==> src/rtl/lives_ctrl_pkg.sv <==
// lives_ctrl_pkg: shared state encoding, default sizing and
// the saturating lives increment used by lives_ctrl.
package lives_ctrl_pkg;

  typedef enum logic [1:0] {
    LS_IDLE   = 2'd0,
    LS_PLAY   = 2'd1,
    LS_INVULN = 2'd2,
    LS_OVER   = 2'd3
  } ls_state_t;

  localparam int DEF_START_LIVES   = 3;
  localparam int DEF_MAX_LIVES     = 3;
  localparam int DEF_INVULN_FRAMES = 120;
  localparam int DEF_BLINK_FRAMES  = 8;

  // 4-bit sum so 7+1 saturates instead of wrapping
  function automatic logic [2:0] sat_inc(
    input logic [2:0] a,
    input logic       inc,
    input logic [2:0] cap
  );
    logic [3:0] s;
    s = {1'b0, a} + {3'b000, inc};
    return (s > {1'b0, cap}) ? cap : s[2:0];
  endfunction

endpackage

==> src/rtl/lives_ctrl_if.sv <==
// lives_ctrl_if: VGA position, game events and HUD/ship flags
// exchanged between the game logic and lives_ctrl.
interface lives_ctrl_if;
  logic [9:0] h_cnt;
  logic [9:0] v_cnt;
  logic       start;
  logic       hit;
  logic       bonus;
  logic [2:0] me_lifes;
  logic       invuln;
  logic       blink;
  logic       game_over;

  modport master (
    output h_cnt, v_cnt, start, hit, bonus,
    input  me_lifes, invuln, blink, game_over
  );

  modport slave (
    input  h_cnt, v_cnt, start, hit, bonus,
    output me_lifes, invuln, blink, game_over
  );
endinterface

==> src/rtl/lives_frame_timer.sv <==
// lives_frame_timer: loadable down-counter that steps once per
// enabled frame tick and holds at zero.
module lives_frame_timer #(
  parameter int W = 8
) (
  input  logic         clk,
  input  logic         rst,
  input  logic         load,
  input  logic         dec,
  input  logic [W-1:0] val,
  output logic [W-1:0] cnt
);

  always_ff @(posedge clk) begin
    if (rst) begin
      cnt <= '0;
    end else if (load) begin
      cnt <= val;
    end else if (dec && cnt != '0) begin
      cnt <= cnt - W'(1);
    end
  end

endmodule

==> src/rtl/lives_ctrl.sv <==
// lives_ctrl: player lives FSM with frame-synchronous HUD value.
// Define LIVES_BONUS_EN to let the bonus input add lives.
module lives_ctrl
  import lives_ctrl_pkg::*;
#(
  parameter int START_LIVES   = DEF_START_LIVES,
  parameter int MAX_LIVES     = DEF_MAX_LIVES,
  parameter int INVULN_FRAMES = DEF_INVULN_FRAMES,
  parameter int BLINK_FRAMES  = DEF_BLINK_FRAMES
) (
  input logic         clk_25MHz,
  input logic         rst,
  lives_ctrl_if.slave bus
);

  ls_state_t  state;
  ls_state_t  state_nx;
  logic [2:0] lives;
  logic [2:0] lives_nx;
  logic [2:0] me_lifes;
  logic [2:0] me_nx;
  logic [2:0] sat;
  logic [2:0] nl;
  logic       blink;
  logic       blink_nx;
  logic       invuln;
  logic       game_over;
  logic       tick;
  logic       bonus_eff;
  logic       inv_load;
  logic       inv_dec;
  logic       blk_load;
  logic       blk_dec;
  logic [7:0] inv_cnt;
  logic [3:0] blk_cnt;

  assign tick = (bus.h_cnt == 10'd0) && (bus.v_cnt == 10'd0);

`ifdef LIVES_BONUS_EN
  assign bonus_eff = bus.bonus;
`else
  assign bonus_eff = 1'b0;
`endif

  assign sat = sat_inc(lives, bonus_eff, 3'(MAX_LIVES));
  assign nl  = sat - 3'd1;

  lives_frame_timer #(.W(8)) u_inv (
    .clk  (clk_25MHz),
    .rst  (rst),
    .load (inv_load),
    .dec  (inv_dec),
    .val  (8'(INVULN_FRAMES)),
    .cnt  (inv_cnt)
  );

  lives_frame_timer #(.W(4)) u_blk (
    .clk  (clk_25MHz),
    .rst  (rst),
    .load (blk_load),
    .dec  (blk_dec),
    .val  (4'(BLINK_FRAMES)),
    .cnt  (blk_cnt)
  );

  always_comb begin
    state_nx = state;
    lives_nx = lives;
    blink_nx = blink;
    me_nx    = tick ? lives : me_lifes;
    inv_load = 1'b0;
    inv_dec  = 1'b0;
    blk_load = 1'b0;
    blk_dec  = 1'b0;

    unique case (1'b1)
      (state == LS_IDLE) || (state == LS_OVER): begin
        if (bus.start) begin
          state_nx = LS_INVULN;
          lives_nx = 3'(START_LIVES);
          blink_nx = 1'b1;
          inv_load = 1'b1;
          blk_load = 1'b1;
        end
      end
      state == LS_PLAY: begin
        if (bus.hit) begin
          if (nl == 3'd0) begin
            // HUD drops to zero at once on game over
            state_nx = LS_OVER;
            lives_nx = 3'd0;
            me_nx    = 3'd0;
          end else begin
            state_nx = LS_INVULN;
            lives_nx = nl;
            blink_nx = 1'b1;
            inv_load = 1'b1;
            blk_load = 1'b1;
          end
        end else if (bonus_eff) begin
          lives_nx = sat;
        end
      end
      state == LS_INVULN: begin
        if (bonus_eff) begin
          lives_nx = sat;
        end
        if (tick) begin
          inv_dec = 1'b1;
          if (blk_cnt == 4'd1) begin
            blk_load = 1'b1;
            blink_nx = ~blink;
          end else begin
            blk_dec = 1'b1;
          end
          if (inv_cnt == 8'd1) begin
            state_nx = LS_PLAY;
            blink_nx = 1'b0;
          end
        end
      end
    endcase
  end

  always_ff @(posedge clk_25MHz) begin
    if (rst) begin
      state     <= LS_IDLE;
      lives     <= 3'd0;
      me_lifes  <= 3'd0;
      blink     <= 1'b0;
      invuln    <= 1'b0;
      game_over <= 1'b0;
    end else begin
      state     <= state_nx;
      lives     <= lives_nx;
      me_lifes  <= me_nx;
      blink     <= blink_nx;
      invuln    <= (state_nx == LS_INVULN);
      game_over <= (state_nx == LS_OVER);
    end
  end

  assign bus.me_lifes  = me_lifes;
  assign bus.invuln    = invuln;
  assign bus.blink     = blink;
  assign bus.game_over = game_over;

endmodule

==> src/flat_wrapper.sv <==
// flat-port wrapper written by rule: the top's interface ports become plain ports
module lives_ctrl_flat import lives_ctrl_pkg::*;
#(
  parameter int START_LIVES   = DEF_START_LIVES,
  parameter int MAX_LIVES     = DEF_MAX_LIVES,
  parameter int INVULN_FRAMES = DEF_INVULN_FRAMES,
  parameter int BLINK_FRAMES  = DEF_BLINK_FRAMES
)
  (clk_25MHz, rst, bus_h_cnt, bus_v_cnt, bus_start, bus_hit, bus_bonus, bus_me_lifes, bus_invuln, bus_blink, bus_game_over);
  lives_ctrl_if bus_i ();
  input logic clk_25MHz;
  input logic rst;
  input wire logic [$bits(bus_i.h_cnt)-1:0] bus_h_cnt;
  input wire logic [$bits(bus_i.v_cnt)-1:0] bus_v_cnt;
  input wire logic [$bits(bus_i.start)-1:0] bus_start;
  input wire logic [$bits(bus_i.hit)-1:0] bus_hit;
  input wire logic [$bits(bus_i.bonus)-1:0] bus_bonus;
  output wire logic [$bits(bus_i.me_lifes)-1:0] bus_me_lifes;
  output wire logic [$bits(bus_i.invuln)-1:0] bus_invuln;
  output wire logic [$bits(bus_i.blink)-1:0] bus_blink;
  output wire logic [$bits(bus_i.game_over)-1:0] bus_game_over;
  assign bus_i.h_cnt = bus_h_cnt;
  assign bus_i.v_cnt = bus_v_cnt;
  assign bus_i.start = bus_start;
  assign bus_i.hit = bus_hit;
  assign bus_i.bonus = bus_bonus;
  assign bus_me_lifes = bus_i.me_lifes;
  assign bus_invuln = bus_i.invuln;
  assign bus_blink = bus_i.blink;
  assign bus_game_over = bus_i.game_over;
  lives_ctrl #(.START_LIVES(START_LIVES), .MAX_LIVES(MAX_LIVES), .INVULN_FRAMES(INVULN_FRAMES), .BLINK_FRAMES(BLINK_FRAMES)) u_core (.clk_25MHz(clk_25MHz), .rst(rst), .bus(bus_i));
endmodule
==> config.mk <==
export PLATFORM = sky130hd
export DESIGN_NAME = lives_ctrl_flat
export DESIGN_NICKNAME = d
export VERILOG_FILES = /design/src/rtl/lives_ctrl_pkg.sv /design/src/rtl/lives_ctrl_if.sv /design/src/rtl/lives_frame_timer.sv /design/src/rtl/lives_ctrl.sv /design/src/flat_wrapper.sv
export SDC_FILE = /design/constraint.sdc
export NUM_CORES = 1
export LEC_CHECK = 0
export CAP_MARGIN = 20
export CORE_ASPECT_RATIO = 1.5
export CORE_MARGIN = 2
export CORE_UTILIZATION = 51
export CTS_BUF_LIST = sky130_fd_sc_hd__clkbuf_4 sky130_fd_sc_hd__clkbuf_8
export DETAILED_ROUTE_END_ITERATION = 8
export PLACE_DENSITY = 0.8
export SLEW_MARGIN = 20
export SYNTH_ARGS = -nofsm -noshare
export SYNTH_HDL_FRONTEND = slang
export SYNTH_SLANG_ARGS = --single-unit
==> constraint.sdc <==
create_clock -name clk_25MHz -period 3.01 [get_ports clk_25MHz]
set_input_delay 0.7525 -clock clk_25MHz [delete_from_list [all_inputs] [get_ports clk_25MHz]]
set_output_delay 0.7525 -clock clk_25MHz [all_outputs]
set_load 0.03 [all_outputs]
==> Flow_metrics.wiki, run 1 <==
{| class="wikitable"
! Metric !! Value
|-
| Fmax achieved || between 0.4 and 0.5 GHz
|-
| Worst min path class || flip-flop to flip-flop
|-
| Source-to-sink clock delay at the later pin of the worst-skew pair || about 0.27 ns
|-
| Resized Gates After CTS || 0
|-
| Count of max-cap constraint violations || 0
|-
| Seq cells post-synth || 23
|-
| Commonest cells in the synthesized netlist || 23 x sky130_fd_sc_hd__dfxtp_1, 16 x sky130_fd_sc_hd__nor2_1, 12 x sky130_fd_sc_hd__o21ai_0
|-
| Switching fraction of total power || 0.285
|-
| Core Rows || 23
|-
| Power dissipated by switching net loads || 193 µW
|-
| NumNets Final || between 200 and 250
|-
| Global route overflow || 0
|-
| Run status || complete, no violations
|-
| Minimum setup slack in the final design || ~0.67 ns
|-
| Clock network fraction of design power || 0.286
|-
| Worst slew slack as a fraction of its limit || 0.539
|-
| Pin slew with the least headroom to its limit || ~0.69 ns
|-
| GR Util All Layers || 0.207
|-
| Count of flip-flops with a built-in enable after synthesis || 0
|-
| Number of buffers created by CTS || 3
|-
| Unrepaired setup endpoints after global routing || no
|-
| Synth Net Count || slightly below 200
|-
| DRC errors left || 0
|-
| DIE HEIGHT || 69.7 µm
|-
| Fill cell total of the finished layout || roughly 250
|-
| Proportion of netlist area held by the largest area contributor || 0.314
|-
| Maximum clock path buffer count || 2
|-
| Final setup violation count || 0
|-
| Cell Pwr Density || around 370 nW/µm²
|-
| Cells taking the most area after synthesis || sky130_fd_sc_hd__dfxtp_1 31%, sky130_fd_sc_hd__ha_1 7.7%, sky130_fd_sc_hd__nor4_4 7.2%
|-
| Post-synth top flop || sky130_fd_sc_hd__dfxtp_1
|-
| Category of the critical setup timing path || input pin to flip-flop
|-
| Violation count after the first detailed-route iteration || 34
|-
| Data required time of the worst path || about 3.2 ns
|-
| Register clock-pin slew on the reported worst setup and hold paths || roughly 0.080 ns
|-
| Power share of the combinational group || 0.223
|-
| Hold-fix buffers at CTS || 0
|-
| Routed length per placed instance || ~14 µm
|-
| Cell count after synthesis || about 160
|-
| Starting density of the core || 0.543
|-
| Core Footprint || 2710 µm²
|-
| Antenna fix cells || 0
|-
| Final Slew Violations || 0
|-
| Number of antenna violations at the first check in global routing || 0
|-
| Layout cells sized above 1 || 0.116
|-
| Int Power || 484 µW
|-
| Final Total Pwr || 677 µW
|-
| Final hold violations || 0
|-
| Post-placement setup slack || about 0.38 ns
|-
| Count of distinct cell types in the synthesized netlist || 46
|-
| Netlist Area Pre-Place || roughly 1500 µm²
|-
| Final wirelength || between 3 and 4 mm
|-
| Die outline area || roughly 3300 µm²
|-
| Die width || around 48 µm
|-
| Via count of the first global-routing pass || ~1300
|-
| Final clock skew || ~0.0027 ns
|-
| Via count || roughly 1300
|-
| Mean area per synthesized cell || around 9 µm²
|-
| Relative area change from synthesis to final layout || 25.1%
|-
| Maximum resistive drop on vdd || approximately 320 µV
|-
| Last weighted congestion value of the routability-driven placer || roughly 0.82
|-
| LEAKAGE || about 0.62 nW
|-
| Most frequent cell after synthesis || sky130_fd_sc_hd__dfxtp_1
|-
| Portion of the clock cycle consumed by the worst path in the final layout || 0.777
|-
| Root Driver || sky130_fd_sc_hd__clkbuf_8
|-
| Number of nets still failing antenna checks after routing || 0
|-
| Synth area leader || sky130_fd_sc_hd__dfxtp_1
|-
| Ratio of routed vias to standard cells || ~5.6
|-
| Global-route wire length before repair || slightly above 5 mm
|-
| Port Buf Inserts || 29
|-
| Non-filler instance count after layout || 227
|-
| IO Pins || 31
|-
| Crit path time final || 2.34 ns
|-
| Setup Total Neg Slack || 0 ns
|-
| Critical path endpoint category || flip-flop
|-
| Synthesis warning total || 0
|-
| Async set-or-reset flop fraction in the synthesized netlist || 0
|-
| 1st-pass router iterations || 4
|-
| Worst Hold Margin || between 0.4 and 0.5 ns
|-
| CP startpoint kind || input pin
|-
| DP Wirelength || around 2.5 mm
|-
| Pin count of the biggest net entering global routing || 18
|-
| Post-CTS Setup Repair Bufs || 0
|-
| TritonCTS clock tree || built
|-
| Number of placed instances with taps included || 223
|-
| TritonCTS Sinks || 23
|-
| Sequential cell area fraction in the yosys report || 0.314
|-
| Worst-path maximum fanout || 10
|-
| Sequential share of power || 0.491
|-
| Crit path arrival time || 2.51 ns
|-
| H-tree Lvls || 1
|}
flip-flops by register name, summed over array words and instances, names as in the netlist:
register and cells:
u_core.u_blk.cnt 4, u_core.bus.game_over 1, u_core.bus.me_lifes 3, u_core.state 2, u_core.u_inv.cnt 8, u_core.bus.invuln 1, u_core.lives 3, u_core.bus.blink 1
layer usage:
layer / routed length (µm) / global-route usage
met1: 1270 / 0.220
met2: 1810 / 0.370
met3: 64 / 0.0313
met4: 47 / 0.0871
met5: 0 / 0
placed cells by master, fill, tap and decap left out, types with 3 or more instances in the layout:
master	count
sky130_fd_sc_hd__nand2_1	6
sky130_fd_sc_hd__nor2_1	16
sky130_fd_sc_hd__nor4_4	5
sky130_fd_sc_hd__a31oi_1	3
sky130_fd_sc_hd__clkbuf_8	3
sky130_fd_sc_hd__a21oi_1	11
sky130_fd_sc_hd__clkdlybuf4s50_1	29
sky130_fd_sc_hd__o21ai_0	12
sky130_fd_sc_hd__xnor2_1	10
sky130_fd_sc_hd__ha_1	9
sky130_fd_sc_hd__inv_1	9
sky130_fd_sc_hd__nor3_1	7
sky130_fd_sc_hd__nor3b_1	3
sky130_fd_sc_hd__dfxtp_1	23
sky130_fd_sc_hd__nand3_1	5
sky130_fd_sc_hd__nand2b_1	3
through the flow:
step / util / cell area, µm²
floorplan: - / 1470
global placement: 0.661 / 1790
detailed placement: 0.661 / 1790
CTS: 0.679 / 1840
global route: 0.679 / 1840
finish: 0.679 / 1840
critical path, cell delays in order:
cell                              delay [ns]
sky130_fd_sc_hd__clkdlybuf4s50_1        0.44
sky130_fd_sc_hd__nor4_4                 0.41
sky130_fd_sc_hd__nand3_4                0.22
sky130_fd_sc_hd__nor2_1                 0.35
sky130_fd_sc_hd__a31oi_1                0.17
sky130_fd_sc_hd__and2_1                 0.16
power groups by stage:
stage	Sequential, mW	Clock (mW)	Combinational [mW]
2_1_floorplan	0.342	0	0.0817
3_3_place_gp	0.338	0	0.143
3_5_place_dp	0.339	0	0.150
4_1_cts	0.332	0.200	0.150
5_1_grt	0.334	0.209	0.162
6_report	0.332	0.194	0.151
path summary, 6_finish.rpt:
path	cells after the start	slack, ns	endpoint	from
setup / recovery	6	0.67	u_core.bus.invuln$_SDFF_PP0_	bus_v_cnt[8]
hold / removal	2	0.49	u_core.bus.me_lifes[1]$_SDFF_PP0_	u_core.lives[1]$_SDFFE_PP0P_
setup reg to reg	8	1.03	u_core.u_blk.cnt[1]$_SDFFE_PP0P_	u_core.lives[2]$_SDFFE_PP0P_
hold reg to reg	2	0.49	u_core.bus.me_lifes[1]$_SDFF_PP0_	u_core.lives[1]$_SDFFE_PP0P_
final cells by class:
class | instances | area, µm² | share of cell area
timing repair buffer | 29 | 290 | 0.158
sequential | 23 | 460 | 0.251
inverter | 9 | 33.8 | 0.0184
clock inverter | 1 | 5.00 | 0.00273
tap | 37 | 46.3 | 0.0252
multi-input combinational | 125 | 958 | 0.522
clock buffer | 3 | 41.3 | 0.0225
cells by family after synthesis:
family | synth area share
XOR/XNOR | 0.0597
flip-flops | 0.314
AO/OA/AOI/OAI | 0.177
adder cells (fa/ha/maj) | 0.0767
multiplexers | 0.00682
buffers and inverters | 0.0332
AND/OR/NAND/NOR | 0.332
Power figures use the tool's default switching activity.
==> inputs of run 2 (changes only) <==
- CORE_UTILIZATION: 51 -> 47
- PLACE_DENSITY: 0.8 -> 0.77
- clock period: 3.01 -> 1.9 ns (I/O delays scaled with it)
==> run 2 against run 1 <==
Highest routed layer unchanged. Combinational power increased by 97%. Sequential share of layout area fell by 3.5 points. Clock skew grew 0.0054 ns. Critical path depth grew 1. Utilization increased by 6.1 points.
==> Flow_metrics.wiki, run 2 (same netlist as run 1, synthesis figures left out) <==
{| class="wikitable"
! Metric !! Value
|-
| Fmax achieved || between 0.5 and 0.6 GHz
|-
| DIE HEIGHT || 72.4 µm (was 69.7 µm)
|-
| Critical path endpoint category || flip-flop (unchanged)
|-
| Fill cell total of the finished layout || 223 (was 249)
|-
| Portion of the clock cycle consumed by the worst path in the final layout || 0.971
|-
| Violation count after the first detailed-route iteration || 50 (was 34)
|-
| Data required time of the worst path || 2.07 ns (was 3.18 ns)
|-
| TritonCTS clock tree || built (unchanged)
|-
| Final setup violation count || 0 (unchanged)
|-
| Register clock-pin slew on the reported worst setup and hold paths || 0.09 ns (was 0.08 ns)
|-
| Number of antenna violations at the first check in global routing || 0 (unchanged)
|-
| Worst-path maximum fanout || 3 (was 10)
|-
| CP startpoint kind || flip-flop (was input pin)
|-
| Number of nets still failing antenna checks after routing || 0 (unchanged)
|-
| Run status || complete, no violations (unchanged)
|-
| Core Rows || 24 (was 23)
|-
| Standard cell with the maximum stage delay on the critical path || sky130_fd_sc_hd__or3b_4 (was sky130_fd_sc_hd__clkdlybuf4s50_1)
|-
| Standard cell area after detailed placement || 1930 µm² (was 1790 µm²)
|-
| Layout cells sized above 1 || 0.329 (was 0.116)
|-
| Final Total Pwr || 1.13 mW (was 677 µW)
|-
| Core Footprint || 2940 µm² (was 2710 µm²)
|-
| Ratio of routed vias to standard cells || 5.67 (was 5.64)
|-
| Hold-fix buffers at CTS || 0 (unchanged)
|-
| Root Driver || sky130_fd_sc_hd__clkbuf_8 (unchanged)
|-
| DP Wirelength || 2.85 mm (was 2.49 mm)
|-
| Final Slew Violations || 0 (unchanged)
|-
| Global-route wire length before repair || 6.25 mm (was 5.20 mm)
|-
| Die outline area || 3590 µm² (was 3330 µm²)
|-
| Most frequent standard cell in the layout excluding fill and tap cells || sky130_fd_sc_hd__buf_4 (was sky130_fd_sc_hd__clkdlybuf4s50_1)
|-
| Final hold violations || 0 (unchanged)
|-
| LEAKAGE || 0.827 nW (was 0.616 nW)
|-
| Register ranked first by flip-flop count || u_core.u_inv.cnt (unchanged)
|-
| Relative area change from synthesis to final layout || 48.3% (was 25.1%)
|-
| Antenna fix cells || 0 (unchanged)
|-
| Biggest regs || u_core.u_inv.cnt x8, u_core.u_blk.cnt x4 (unchanged)
|-
| Maximum clock path buffer count || 2 (unchanged)
|-
| Count of max-cap constraint violations || 0 (unchanged)
|-
| Final design instance area without fill || 2180 µm² (was 1840 µm²)
|-
| Port Buf Inserts || 29 (unchanged)
|-
| Category of the critical setup timing path || flip-flop to flip-flop (was input pin to flip-flop)
|-
| NumNets Final || 251 (was 225)
|-
| Pin count of the biggest net entering global routing || 14 (was 18)
|-
| Critical Path Max Stage Delay || 0.38 ns (was 0.44 ns)
|-
| Commonest cells after routing, fill and taps aside || 23 x sky130_fd_sc_hd__buf_4, 16 x sky130_fd_sc_hd__nor2_1, 16 x sky130_fd_sc_hd__dfxtp_1, 11 x sky130_fd_sc_hd__a21oi_1, 11 x sky130_fd_sc_hd__o21ai_0 (was 29 x sky130_fd_sc_hd__clkdlybuf4s50_1, 23 x sky130_fd_sc_hd__dfxtp_1, 16 x sky130_fd_sc_hd__nor2_1, 12 x sky130_fd_sc_hd__o21ai_0, 11 x sky130_fd_sc_hd__a21oi_1)
|-
| TritonCTS Sinks || 23 (unchanged)
|-
| DRC errors left || 0 (unchanged)
|-
| Via count of the first global-routing pass || 1435 (was 1309)
|-
| FF-to-FF path depth || 7 (was 8)
|-
| Worst min path class || flip-flop to flip-flop (unchanged)
|-
| Pin slew with the least headroom to its limit || 0.535 ns (was 0.690 ns)
|-
| Routed length per placed instance || 15.8 µm (was 14.0 µm)
|-
| Crit path arrival time || 2.02 ns (was 2.51 ns)
|-
| Via count || 1447 (was 1280)
|-
| Die width || 49.6 µm (was 47.8 µm)
|-
| Crit path time final || roughly 1.8 ns
|-
| Number of buffers created by CTS || 3 (unchanged)
|-
| Min-Delay Path Depth || 2 (unchanged)
|-
| Last weighted congestion value of the routability-driven placer || 0.755 (was 0.822)
|-
| Starting density of the core || 0.499 (was 0.543)
|-
| IO Pins || 31 (unchanged)
|-
| H-tree Lvls || 1 (unchanged)
|-
| Maximum resistive drop on vdd || 431 µV (was 324 µV)
|-
| Final wirelength || 4.03 mm (was 3.19 mm)
|-
| GR Util All Layers || 0.216 (was 0.207)
|-
| Max reg flops || 8 (unchanged)
|-
| Global route overflow || 0 (unchanged)
|-
| Source-to-sink clock delay at the later pin of the worst-skew pair || 0.26 ns (was 0.27 ns)
|-
| Cell Pwr Density || 519 nW/µm² (was 369 nW/µm²)
|-
| Worst slew slack as a fraction of its limit || 0.641 (was 0.539)
|-
| Ordered list of cells on the worst path || inv_2 -> ha_2 -> or3b_4 -> o211ai_1 -> nor2_4 -> buf_6 -> a2111oi_4 (was clkdlybuf4s50_1 -> nor4_4 -> nand3_4 -> nor2_1 -> a31oi_1 -> and2_1)
|-
| 1st-pass router iterations || 5 (was 4)
|-
| Final clock skew || 0.00813 ns (was 0.00271 ns)
|}
[run 2: cell count changes in the layout (fill, tap and decap cells not counted), moves of 6 or more]
cell                              before  now
sky130_fd_sc_hd__buf_4                 0   23
sky130_fd_sc_hd__clkdlybuf4s50_1      29   10
sky130_fd_sc_hd__dfxtp_1              23   16
sky130_fd_sc_hd__dfxtp_2               0    7
sky130_fd_sc_hd__dlygate4sd2_1         0    9
sky130_fd_sc_hd__dlymetal6s2s_1        0    6
[run 2: area by class of cell]
type / instances / area, µm² / area share
timing repair buffer: 55 / 500 / 0.230
multi-input combinational: 125 / 1080 / 0.495
tap: 39 / 48.8 / 0.0224
inverter: 9 / 33.8 / 0.0155
sequential: 23 / 469 / 0.216
clock buffer: 3 / 41.3 / 0.0190
clock inverter: 1 / 5.00 / 0.00230
[run 2: final timing paths]
check                                        start                                end  slack (ns)
hold / removal        u_core.lives[0]$_SDFFE_PP0P_  u_core.bus.me_lifes[0]$_SDFF_PP0_        0.48
hold reg to reg       u_core.lives[0]$_SDFFE_PP0P_  u_core.bus.me_lifes[0]$_SDFF_PP0_        0.48
setup reg to reg  u_core.u_inv.cnt[1]$_SDFFE_PP0P_   u_core.u_inv.cnt[1]$_SDFFE_PP0P_        0.06
setup / recovery  u_core.u_inv.cnt[1]$_SDFFE_PP0P_   u_core.u_inv.cnt[1]$_SDFFE_PP0P_        0.06
[run 2: critical path: cells and delay by family, from the launching register on]
family | cells | cell delay [ns]
AOI/OAI and AO/OA | 2 | 0.62
adders and majority gates | 1 | 0.16
buffers and inverters | 2 | 0.19
DFF | 1 | 0.34
and+or+nand+nor | 2 | 0.44
[run 2: report_power, final]
part,switching [mW],internal [mW]
sequential,0.0248,0.506
clock,0.156,0.146
combinational,0.150,0.146
[run 2: timing repair]
action / in CTS / in global routing
pin swaps: 9 / 14
resized for setup: 24 / 34
endpoints found under the setup margin: 20 / 15
setup buffers: 2 / 6
[run 2: per-layer routing]
metal / vias up / global-route usage / share of wire
met1: 694 / 0.230 / 0.36
met4: 0 / 0.0463 / 0.014
li1: 702 / - / -
met3: 8 / 0.0309 / 0.032
met5: - / 0 / 0
met2: 43 / 0.436 / 0.59
[run 2: per-stage QoR]
step / util / worst slack [ns] / std cells / setup TNS (ns) / hold WS [ns]
2_1_floorplan: - / 0.180 / 161 / 0 / 0.437
3_3_place_gp: 0.655 / -0.398 / 243 / -6.40 / 0.464
3_5_place_dp: 0.655 / -0.516 / 243 / -7.54 / 0.472
4_1_cts: 0.689 / 0.00715 / 249 / 0 / 0.485
5_1_grt: 0.740 / -0.0287 / 255 / -0.0476 / 0.496
6_report: 0.740 / 0.0552 / 255 / 0 / 0.481
==> variant, RTL diff (flow settings as in run 2) <==
Make the reset (`rst`) asynchronous in 2 clocked blocks.
--- a/src/rtl/lives_frame_timer.sv
+++ b/src/rtl/lives_frame_timer.sv
@@ -12,5 +12,5 @@
 );
 
-  always_ff @(posedge clk) begin
+  always_ff @(posedge clk or posedge rst) begin
     if (rst) begin
       cnt <= '0;
--- a/src/rtl/lives_ctrl.sv
+++ b/src/rtl/lives_ctrl.sv
@@ -123,5 +123,5 @@
   end
 
-  always_ff @(posedge clk_25MHz) begin
+  always_ff @(posedge clk_25MHz or posedge rst) begin
     if (rst) begin
       state     <= LS_IDLE;
Formal check against the unedited RTL: differs if rst is asserted again (counterexample within 4 cycles, from zero or initial values and one cycle with rst high); with rst held inactive, the same outputs for 10 cycles.
==> variant against run 2 <==
  * Clock power increased by 8.9%
  * Global-route usage increased by 3.6 points
  * Area after synthesis decreased by 4.0%
  * Total power increased by 17%
  * Critical path type unchanged
  * Routed wire length increased by 2.9%
  * Final area decreased by 2.6%
  * Worst setup slack got worse by 0.097 ns
  * Combinational power increased by 55%
  * The flow now finishes with violations (setup timing)
  * Die area decreased by 3.7%
  * Synthesized cell count decreased by 3.1%
  * Sequential cell count unchanged
  * Count of clock-buffer cells in the layout increased by 1
  * Highest routed layer unchanged
==> variant: results (changes against run 2) <==
WL/cell 16.01 um (+1.3%); worst reg2reg path depth 4 (-3); critical-path maximum fanout 5 (+2); clk cell area share 2.301% (+0.17 points); global placer's final weighted congestion 0.9093 (+20%); #MultiIn Comb 119 (-4.8%); Mapped Avg Cell Area 9.031 um2 (-0.93%); Inverters 11 (+2); peak per-stage delay on the critical path 0.59 ns (+0.21 ns); synth cell count leaders dfrtp_1, nand3_1, o21ai_0, a21oi_1, inv_1; setup TNS -0.04138 ns (-0.04138 ns); outcome complete, but fails checks; DRT iter0 DRCs 54 (+8.0%); CLK BUF 4 (+1); post-synthesis xor/xnor area fraction 0.6217% (-5.3 points); Clock Skew 0.005860 ns (-0.002265 ns); dpl cell area 0.001921 mm2 (-0.32%); violated checks setup timing; global routing usage on met2 47.49% (+3.9 points); final setup vio count 1 (+1); first-pass GRT wire length 6837 um (+9.4%); cts repair resizes 23 (-4.2%); RR Endpoint u_core.u_inv.cnt[7]; Post-Syn Area 0.001409 mm2 (-4.0%); pre-CTS setup slack -0.5216 ns (-0.005738 ns); Leak Pwr 0.0009254 uW (+12%); post-synthesis compound-gate area fraction 16.43% (-1.3 points); area grow syn2layout 50.53%; Worst Slack Setup Final -0.04138 ns (-0.09656 ns); worst r2r src u_core.u_inv.cnt[4]; worst hold-check path type input pin to async pin; WL met3 91 um (-28%)
[variant: how the worst max path moves through the flow]
| stage | startpoint | to | slack (ns) | cells past startpoint |
|---|---|---|---|---|
| 3_3_place_gp | bus_h_cnt[1] | u_core.u_inv.cnt[7] | -0.47 | 6 |
| 2_1_floorplan | bus_h_cnt[7] | u_core.u_inv.cnt[7] | 0.005 | 6 |
| 4_1_cts | u_core.u_inv.cnt[2] | u_core.u_inv.cnt[0] | 0.0003 | 7 |
| 6_report | u_core.u_inv.cnt[4] | u_core.u_inv.cnt[7] | -0.04 | 4 |
| 5_1_grt | bus_h_cnt[1] | u_core.u_inv.cnt[4] | -0.09 | 8 |
| 3_5_place_dp | bus_v_cnt[4] | u_core.u_inv.cnt[7] | -0.52 | 6 |
[variant: worst min-delay path: cells and delay by family]
kind | cells | cell delay, ns
buf+inv | 3 | 0.73
[variant: where the power goes]
| part | switching, uW | internal (uW) |
|---|---|---|
| clock network | 165 | 164 |
| registers | 18.7 | 514 |
| logic | 241 | 217 |
